**config.mk**
```make
export PLATFORM = sky130hd
export DESIGN_NAME = shift_rr_arbiter
export DESIGN_NICKNAME = d
export VERILOG_FILES = /design/src/rtl/shift_arb_pkg.sv /design/src/rtl/shift_left_8bit.sv /design/src/rtl/shift_rr_arbiter.sv
export SDC_FILE = /design/constraint.sdc
export NUM_CORES = 1
export LEC_CHECK = 0
export CAP_MARGIN = 20
export CORE_ASPECT_RATIO = 1.25
export CORE_UTILIZATION = 40
export DETAILED_ROUTE_END_ITERATION = 10
export PLACE_DENSITY_LB_ADDON = 0.15
export SYNTH_ARGS = -nofsm -noshare
export SYNTH_HDL_FRONTEND = slang
export SYNTH_HIERARCHICAL = 1
export SYNTH_SLANG_ARGS = --single-unit
```
**constraint.sdc**
```tcl
create_clock -name clk -period 5.1 [get_ports clk]
set_input_delay 0.765 -clock clk [delete_from_list [all_inputs] [get_ports clk]]
set_output_delay 0.765 -clock clk [all_outputs]
set_load 0.05 [all_outputs]
```
**src/rtl/shift_arb_pkg.sv**
```systemverilog
// Shared types and defaults for the round-robin shift arbiter.
package shift_arb_pkg;

    typedef enum logic {IDLE = 1'b0, HOLD = 1'b1} arb_state_t;

    localparam int DATA_W_DEF  = 8;
    localparam int SHAMT_W_DEF = 3;

    typedef struct packed {
        logic [DATA_W_DEF-1:0]  a;
        logic [SHAMT_W_DEF-1:0] shamt;
    } shift_req_t;

endpackage

```
**src/rtl/shift_left_8bit.sv**
```systemverilog
// Fixed 8-bit logical left shifter (zero fill), the shared shift resource.
module shift_left_8bit
    import shift_arb_pkg::*;
(
    input  shift_req_t  req_i,
    output logic [7:0]  y_o
);

    assign y_o = req_i.a << req_i.shamt;

endmodule

```
**src/rtl/shift_rr_arbiter.sv**
```systemverilog
// Two-port round-robin arbiter in front of a shared left shifter with a registered, ID-tagged result.
// Optional grant counters are built when SHIFT_ARB_STATS_EN is defined.
module shift_rr_arbiter
    import shift_arb_pkg::*;
#(
    parameter int DATA_W  = DATA_W_DEF,
    parameter int SHAMT_W = SHAMT_W_DEF,
    parameter int CNT_W   = 16
) (
    input  logic               clk,
    input  logic               rst_n,
    input  logic               req0_valid,
    output logic               req0_ready,
    input  logic [DATA_W-1:0]  req0_a,
    input  logic [SHAMT_W-1:0] req0_shamt,
    input  logic               req1_valid,
    output logic               req1_ready,
    input  logic [DATA_W-1:0]  req1_a,
    input  logic [SHAMT_W-1:0] req1_shamt,
    output logic               resp_valid,
    input  logic               resp_ready,
    output logic [DATA_W-1:0]  resp_y,
    output logic               resp_id
`ifdef SHIFT_ARB_STATS_EN
    ,
    output logic [CNT_W-1:0]   grant0_cnt,
    output logic [CNT_W-1:0]   grant1_cnt
`endif
);

    if (SHAMT_W < $clog2(DATA_W) || CNT_W < 1) begin : g_bad_param
        $error("shift_rr_arbiter: SHAMT_W too narrow for DATA_W, or CNT_W < 1");
    end

    arb_state_t         state_q, state_d;
    logic               ptr_q, ptr_d;
    logic [DATA_W-1:0]  y_q, y_d;
    logic               id_q, id_d;

    logic               accept_ok, grant, acc0, acc1, accept;
    logic [DATA_W-1:0]  g_a, shl_y, shift_res;
    logic [SHAMT_W-1:0] g_shamt;

    // Pointer only breaks ties; a lone requester always wins.
    always_comb begin
        grant = ptr_q;
        if (req0_valid && !req1_valid)      grant = 1'b0;
        else if (req1_valid && !req0_valid) grant = 1'b1;
    end

    assign req0_ready = rst_n && accept_ok && req0_valid && !grant;
    assign req1_ready = rst_n && accept_ok && req1_valid &&  grant;
    assign acc0       = req0_valid && req0_ready;
    assign acc1       = req1_valid && req1_ready;
    assign accept     = acc0 || acc1;

    assign g_a     = grant ? req1_a     : req0_a;
    assign g_shamt = grant ? req1_shamt : req0_shamt;

    if (DATA_W == 8) begin : g_shl8
        shift_req_t sreq;
        assign sreq = '{a: g_a, shamt: g_shamt[2:0]};
        shift_left_8bit u_shl (
            .req_i (sreq),
            .y_o   (shl_y)
        );
    end else begin : g_shl_inline
        assign shl_y = g_a << g_shamt;
    end

    assign shift_res = (32'(g_shamt) >= 32'(DATA_W)) ? '0 : shl_y;

    always_ff @(posedge clk or negedge rst_n) begin
        if (!rst_n) state_q <= IDLE;
        else        state_q <= state_d;
    end

    always_comb begin
        state_d = state_q;
        case (state_q)
            IDLE:    if (accept) state_d = HOLD;
            HOLD:    if (!accept && resp_ready) state_d = IDLE;
            default: state_d = IDLE;
        endcase
    end

    always_comb begin
        resp_valid = (state_q == HOLD);
        accept_ok  = (state_q == IDLE) || resp_ready;
    end

    // Result/ID only move on accept so they hold steady while idle.
    always_comb begin
        ptr_d = ptr_q;
        y_d   = y_q;
        id_d  = id_q;
        if (accept) begin
            y_d   = shift_res;
            id_d  = grant;
            ptr_d = ~grant;
        end
    end

    always_ff @(posedge clk or negedge rst_n) begin
        if (!rst_n) begin
            ptr_q <= 1'b0;
            y_q   <= '0;
            id_q  <= 1'b0;
        end else begin
            ptr_q <= ptr_d;
            y_q   <= y_d;
            id_q  <= id_d;
        end
    end

    assign resp_y  = y_q;
    assign resp_id = id_q;

`ifdef SHIFT_ARB_STATS_EN
    logic [CNT_W-1:0] cnt0_q, cnt1_q;

    always_ff @(posedge clk or negedge rst_n) begin
        if (!rst_n) begin
            cnt0_q <= '0;
            cnt1_q <= '0;
        end else begin
            if (acc0 && cnt0_q != '1) cnt0_q <= cnt0_q + CNT_W'(1);
            if (acc1 && cnt1_q != '1) cnt1_q <= cnt1_q + CNT_W'(1);
        end
    end

    assign grant0_cnt = cnt0_q;
    assign grant1_cnt = cnt1_q;
`endif

endmodule

```
==> qor.tcl, run 1 <==
set qor(cts-resized-gates) 0
set qor(ys_top_cells_by_area) {sky130_fd_sc_hd__dfrtp_1 (31%), sky130_fd_sc_hd__mux2_4 (20%), sky130_fd_sc_hd__mux2_2 (13%)}
set qor(cts_root_buf) {sky130_fd_sc_hd__clkbuf_4}
set qor(post_synth_inst_count) 76
set qor(routedWlPerCell_microns) 12.4
set qor(initialDrtViolationCount) 13
set qor(synth_async_sr_flop_share) 1.00
set qor(drt-vias-per-instance) 5.26
set qor(timing.critical_path.from_type) {primary input}
set qor(number_of_enable_flip_flop_cells_after_synthesis) 0
set qor(max_freq_mhz) 279
set qor(synth.largest_area_cell) {sky130_fd_sc_hd__dfrtp_1}
set qor(run_status) {finished, final reports clean}
set qor(finalWirelength_mm) 1.78
set qor(required_ns) 4.34
set qor(clk_latency_ns) 0.26
set qor(cell_area_after_synthesis_sq_um) 895
set qor(area_growth_pct) 46.0
set qor(first_pass_iters) 4
set qor(gp_routability_congestion) 0.858
set qor(rsz_0062_raised_after_global_routing) {no}
set qor(dominant_combinational_cell_family_by_area_after_synthesis) {multiplexers}
set qor(report.final.setup_viol) 0
set qor(critical_path.endpoint_type) {output pin}
set qor(rows) 18
set qor(synth_compound_area_frac) 0.105
set qor(timing.max_slew.rel_slack) 0.584
set qor(leakage_power_nw) 0.559
set qor(synthesis.yosys.warnings) 6
set qor(drv_cap) 0
set qor(clk_pin_slew_worst_paths_ns) 0.06
set qor(n_antenna_cell) 0
set qor(grt-ovfl-total) 0
set qor(drive_above_1_share) 0.263
set qor(timing.final.crit_share) 0.704
set qor(dieWidth_microns) 44.3
set qor(synth_cell_type_count) 29
set qor(detailed_place_hpwl_mm) 1.50
set qor(cts_buffers) 3
set qor(postSynthNetCount) 103
set qor(grt_start_max_net_pins) 17
set qor(synthXorXnorAreaFrac) 0
set qor(min-delay-path-class) {reg2reg}
set qor(dieArea_sq_um) 2430
set qor(finish.net_count) 142
set qor(pin_count) 39
set qor(first_global_vias) 797
set qor(ys.flop_type) {sky130_fd_sc_hd__dfrtp_1}
set qor(timing.critical_path.fanout_max) 16
set qor(tightest_slew_ns) 0.622
set qor(post_synth_and_or_nand_nor_area_fraction) 0.0783
set qor(grt_util_all_layers) 0.176
set qor(synth_fa_ha_area_frac) 0.0126
set qor(fin_worst_skew_ns) 0.00353
set qor(post_synth_top_area_share) 0.308
set qor(placeableCoreArea_sq_um) 2050
set qor(htree_num_levels) 1
set qor(report.final.hold_viol_count) 0
set qor(syn_area_per_cell_sq_um) 11.8
set qor(antenna_found_initial) 0
set qor(post_cts_hold_buffer_count) 0
set qor(grt_first_pass_wirelength_mm) 3.13
set qor(antenna_left) 0
set qor(slew_viol_final) 0
set qor(worstSetupPathType) {in2out}
set qor(finalWorstPathRequiredPeriod_ns) 3.59
set qor(detailroute.via_count) 758
set qor(sink_count) 11
set qor(detail_route.drc_violations) 0
set qor(start_util) 0.437
set qor(setup_total_negative_slack_ns) 0
set qor(die-height_microns) 54.9
set qor(cp.arrival_ns) 2.82
set qor(ir_worst_vdd_v) 0.000154
set qor(power_density_nw_per_um2) 355
set qor(muxShareOfSynthArea) 0.448
set qor(ys_seq_area_frac) 0.308
set qor(cts_tree) {built}
set qor(synth.ff_latch_count) 11
set qor(ctsLongestPathBuffers) 2
set qor(power_after_layout_mw) 0.463
set qor(port_buffers) 38
set qor(post-cts-setup-buffers) 0
==> metal layers <==
layer / track usage / share of wire
met1: 0.171 / 0.37
met2: 0.353 / 0.55
met3: 0 / 0.041
met4: 0.131 / 0.034
met5: 0 / 0
==> metrics by stage <==
step / std cells / hold slack [ns] / instance area, sq um / setup WS (ns) / utilization
3_5_place_dp: 140 / 0.478 / 1280 / 1.46 / 0.625
4_1_cts: 144 / 0.497 / 1310 / 1.46 / 0.637
2_1_floorplan: 76 / 0.469 / 895 / 2.30 / -
5_1_grt: 144 / 0.507 / 1310 / 1.29 / 0.637
6_report: 144 / 0.495 / 1310 / 1.51 / 0.637
3_3_place_gp: 140 / 0.483 / 1280 / 1.54 / 0.625
==> cells by family (layout without fill, tap and decap cells) <==
group / Yosys count / count (layout)
AOI/OAI and AO/OA: 13 / 13
adders and majority gates: 1 / 1
DFF: 11 / 11
and+or+nand+nor: 14 / 14
muxes: 30 / 30
buffers and inverters: 7 / 45
==> critical path, stage by stage <==
cell and delay [ns]:
sky130_fd_sc_hd__clkdlybuf4s50_1 0.87, sky130_fd_sc_hd__nand3_1 0.20, sky130_fd_sc_hd__a21oi_1 0.17, sky130_fd_sc_hd__clkdlybuf4s50_1 0.82
==> registers in the layout, summed over array words and instances, names as in the netlist <==
name / cells
ptr_q: 1
resp_id: 1
resp_valid: 1
resp_y: 8
==> cells in the final DEF (no fill, tap or decap) <==
master                            count
sky130_fd_sc_hd__a21oi_1              1
sky130_fd_sc_hd__nand3_1              2
sky130_fd_sc_hd__o21a_1               1
sky130_fd_sc_hd__maj3_2               1
sky130_fd_sc_hd__nand2_1              5
sky130_fd_sc_hd__o211ai_2             1
sky130_fd_sc_hd__inv_1                2
sky130_fd_sc_hd__clkdlybuf4s50_1     38
sky130_fd_sc_hd__mux2_4              12
sky130_fd_sc_hd__a31oi_1              1
sky130_fd_sc_hd__a2bb2oi_1            1
sky130_fd_sc_hd__dfrtp_1             11
sky130_fd_sc_hd__mux2_2              10
sky130_fd_sc_hd__o21ai_0              3
sky130_fd_sc_hd__a211oi_1             2
sky130_fd_sc_hd__o22ai_1              1
sky130_fd_sc_hd__mux2_1               2
sky130_fd_sc_hd__o2bb2ai_1            1
sky130_fd_sc_hd__a41oi_1              1
sky130_fd_sc_hd__mux2i_1              4
sky130_fd_sc_hd__clkbuf_1             1
sky130_fd_sc_hd__nor2_1               2
sky130_fd_sc_hd__nand3b_1             1
sky130_fd_sc_hd__nand2b_1             1
sky130_fd_sc_hd__nor3_1               1
sky130_fd_sc_hd__clkbuf_4             3
sky130_fd_sc_hd__inv_2                1
sky130_fd_sc_hd__nor2b_1              1
sky130_fd_sc_hd__mux4_2               2
sky130_fd_sc_hd__nor4b_1              1
==> cells in the mapped netlist (all sizes together), types with 2 or more instances <==
| master | count |
|---|---|
| a211oi | 2 |
| buf | 4 |
| dfrtp | 11 |
| inv | 3 |
| mux2 | 24 |
| mux2i | 4 |
| mux4 | 2 |
| nand2 | 5 |
| nand3 | 2 |
| nor2 | 2 |
| o21ai | 3 |
==> layout make-up <==
class,count,area (sq um)
clock buffers,4,26.3
fillers,175,743
inverters,3,11.3
multi-input cells,58,576
flip-flops and latches,11,275
well taps,30,37.5
repair buffers,38,380
==> final timing paths <==
path                          from          to  slack, ns  cells past startpoint
setup / recovery             rst_n  req0_ready       1.51                      4
max in group asynchronous    rst_n   resp_y[4]       3.81                      1
setup reg to reg             ptr_q   resp_y[7]       2.62                      5
hold reg to reg            resp_id     resp_id       0.50                      1
min in group asynchronous    rst_n   resp_y[1]       0.89                      1
hold / removal             resp_id     resp_id       0.50                      1
==> power breakdown <==
part | internal [mW] | switching (mW)
Sequential | 0.112 | 0.0131
Combinational | 0.129 | 0.154
Clock | 0.0302 | 0.0262
(Power assumes the default switching activity.)
==> run 2, diff against run 1 <==
Settings changed: CORE_UTILIZATION 40 to 37.
Clock period 5.1 ns to 3 ns, I/O delays scaled along.
==> run 2 against run 1 <==
Effect of this change:
- clock skew fell by 0.0017 ns
- sequential share of layout area fell by 0.76 points
- combinational power rose by 75%
- final area rose by 3.7%
- utilization fell by 3.1 points
- largest cell class unchanged
- highest routed layer unchanged
- register-to-register slack got worse by 2.1 ns
==> qor.tcl, run 2 (same netlist as run 1, synthesis figures left out) <==
set qor(min-delay-path-class) {in2async} ;# was reg2reg
set qor(grt_first_pass_wirelength_mm) 3.43 ;# was 3.13 mm
set qor(detailroute.via_count) 780 ;# was 758
set qor(finalWorstSetupSlack_ns) 0.272 ;# was 1.51 ns
set qor(first_global_vias) 796 ;# was 797
set qor(power_density_nw_per_um2) 592 ;# was 355 nW/um^2
set qor(rsz_0062_raised_after_global_routing) {no} ;# unchanged
set qor(worstSetupPathType) {in2reg} ;# was in2out
set qor(finish.net_count) 149 ;# was 142
set qor(fin_worst_skew_ns) 0.00181 ;# was 0.00353 ns
set qor(detail_route.drc_violations) 0 ;# unchanged
set qor(setup_slack_at_placement_ns) -0.00431 ;# was 1.46 ns
set qor(gp_routability_congestion) 0.805 ;# was 0.858
set qor(die-height_microns) 57.0 ;# was 54.9 microns
set qor(largest_register_ff_count) 8 ;# unchanged
set qor(crit-reg2reg-launch) {ptr_q} ;# unchanged
set qor(tightest_slew_ns) 0.515 ;# was 0.622 ns
set qor(most_common_cell_after_layout_fill_and_taps_aside) {sky130_fd_sc_hd__clkdlybuf4s50_1} ;# unchanged
set qor(ctsLongestPathBuffers) 2 ;# unchanged
set qor(worst_setup_path_startpoint) {req0_valid} ;# was rst_n
set qor(report.final.setup_viol) 0 ;# unchanged
set qor(most-common-layout-cells) {sky130_fd_sc_hd__clkdlybuf4s50_1 (36), sky130_fd_sc_hd__mux2_4 (12), sky130_fd_sc_hd__dfrtp_1 (11)} ;# was sky130_fd_sc_hd__clkdlybuf4s50_1 (38), sky130_fd_sc_hd__mux2_4 (12), sky130_fd_sc_hd__dfrtp_1 (11)
set qor(n_antenna_cell) 0 ;# unchanged
set qor(finish.instance_area_sq_um) 1360 ;# was 1310 sq um
set qor(cp.arrival_ns) 2.88 ;# was 2.82 ns
set qor(drv_cap) 0 ;# unchanged
set qor(timing.hold.ws_ns) 0.476 ;# was 0.495 ns
set qor(report.final.hold_viol_count) 0 ;# unchanged
set qor(start_util) 0.400 ;# was 0.437
set qor(initialDrtViolationCount) 12 ;# was 13
set qor(detailed_place_hpwl_mm) 1.70 ;# was 1.50 mm
set qor(dieWidth_microns) 46.0 ;# was 44.3 microns
set qor(ir_worst_vdd_v) 0.000275 ;# was 0.000154 V
set qor(pin_count) 39 ;# unchanged
set qor(timing.max_slew.rel_slack) 0.655 ;# was 0.584
set qor(critPathCapture) {resp_y[7]} ;# was req0_ready
set qor(timing.critical_path.fanout_max) 11 ;# was 16
set qor(cts_buffers) 3 ;# unchanged
set qor(clk_pin_slew_worst_paths_ns) 0.06 ;# about the same
set qor(slew_viol_final) 0 ;# unchanged
set qor(routedWlPerCell_microns) 13.0 ;# was 12.4 microns
set qor(cts-resized-gates) 0 ;# unchanged
set qor(first_pass_iters) 4 ;# unchanged
set qor(grt_start_max_net_pins) 12 ;# was 17
set qor(dieArea_sq_um) 2620 ;# was 2430 sq um
set qor(drive_above_1_share) 0.322 ;# was 0.263
set qor(port_buffers) 38 ;# unchanged
set qor(sink_count) 11 ;# unchanged
set qor(area_growth_pct) 51.5 ;# was 46.0%
set qor(placeableCoreArea_sq_um) 2230 ;# was 2050 sq um
set qor(grt_util_all_layers) 0.180 ;# was 0.176
set qor(max_freq_mhz) 367
set qor(cts_tree) {built} ;# unchanged
set qor(post-cts-setup-buffers) 0 ;# unchanged
set qor(worst_r2r_endpoint) {resp_y[7]} ;# unchanged
set qor(grt-ovfl-total) 0 ;# unchanged
set qor(critical_path.endpoint_type) {flop} ;# was output pin
set qor(setup_total_negative_slack_ns) 0 ;# unchanged
set qor(timing.reg2reg.setup_slack_ns) 0.56 ;# was 2.62 ns
set qor(timing.critical_path.from_type) {primary input} ;# unchanged
set qor(antenna_left) 0 ;# unchanged
set qor(rows) 19 ;# was 18
set qor(htree_num_levels) 1 ;# unchanged
set qor(finalWirelength_mm) 1.97 ;# was 1.78 mm
set qor(run_status) {finished, final reports clean} ;# unchanged
set qor(clk_latency_ns) 0.26 ;# about the same
set qor(antenna_found_initial) 0 ;# unchanged
set qor(post_cts_hold_buffer_count) 0 ;# unchanged
set qor(finalWorstPathRequiredPeriod_ns) 2.73
set qor(drt-vias-per-instance) 5.13 ;# was 5.26
set qor(leakage_power_nw) 0.597 ;# was 0.559 nW
set qor(timing.final.crit_share) 0.909
set qor(cts_root_buf) {sky130_fd_sc_hd__clkbuf_4} ;# unchanged
set qor(timing.reg2reg.worst_path_depth) 5 ;# unchanged
set qor(postPlaceCellArea_sq_um) 1330 ;# was 1280 sq um
set qor(required_ns) 3.15 ;# was 4.34 ns
-- run 2: cell types whose count changed in the layout (fill, tap and decap cells not counted) --
cell / change
sky130_fd_sc_hd__buf_4: +9
sky130_fd_sc_hd__clkdlybuf4s50_1: -2
-- run 2: how the worst min path moves through the flow --
stage / from / to / depth (start not counted)
2_1_floorplan: rst_n / ptr_q / 0
3_3_place_gp: resp_id / resp_id / 1
3_5_place_dp: resp_id / resp_id / 1
4_1_cts: rst_n / resp_id / 1
5_1_grt: rst_n / resp_id / 1
6_report: rst_n / resp_y[0] / 1
-- run 2: area by class of cell --
cell class              count  area, sq um
clock buffers               4         26.3
inverters                   3         11.3
well taps                  31         38.8
repair buffers             45          428
flip-flops and latches     11          275
multi-input cells          58          576
fillers                   218          880
-- run 2: report_power, final --
part	internal, mW	switching [mW]	total [mW]
Clock	0.0513	0.0444	0.0957
Sequential	0.190	0.0236	0.213
Combinational	0.230	0.264	0.494
Total	0.471	0.332	0.803
-- run 2: routing by layer --
layer | part of all wire | routed length [microns] | global-route usage
met4 | 0.017 | 34 | 0.105
met5 | 0 | 0 | 0
met3 | 0.050 | 99 | 0.0380
met1 | 0.36 | 703 | 0.184
met2 | 0.58 | 1140 | 0.318
-- run 2: stage by stage --
stage / std cells / util / total power, mW
finish: 152 / 0.606 / 0.803
global route: 152 / 0.606 / 0.854
CTS: 152 / 0.606 / 0.813
detailed placement: 148 / 0.595 / 0.714
global placement: 148 / 0.595 / 0.704
floorplan: 76 / - / 0.558
-- run 2: worst max-delay path, stage by stage --
cell and delay, ns:
sky130_fd_sc_hd__clkdlybuf4s50_1 0.49, sky130_fd_sc_hd__inv_2 0.04, sky130_fd_sc_hd__maj3_2 0.45, sky130_fd_sc_hd__mux2_4 0.40, sky130_fd_sc_hd__mux2_4 0.31, sky130_fd_sc_hd__mux4_2 0.46, sky130_fd_sc_hd__mux2_2 0.26
==> run 3, diff against run 2 <==
Settings changed: CTS_CLUSTER_SIZE set to 25.
==> results of run 3 <==
The final DEF is identical to that of run 2; final timing and power are the same.
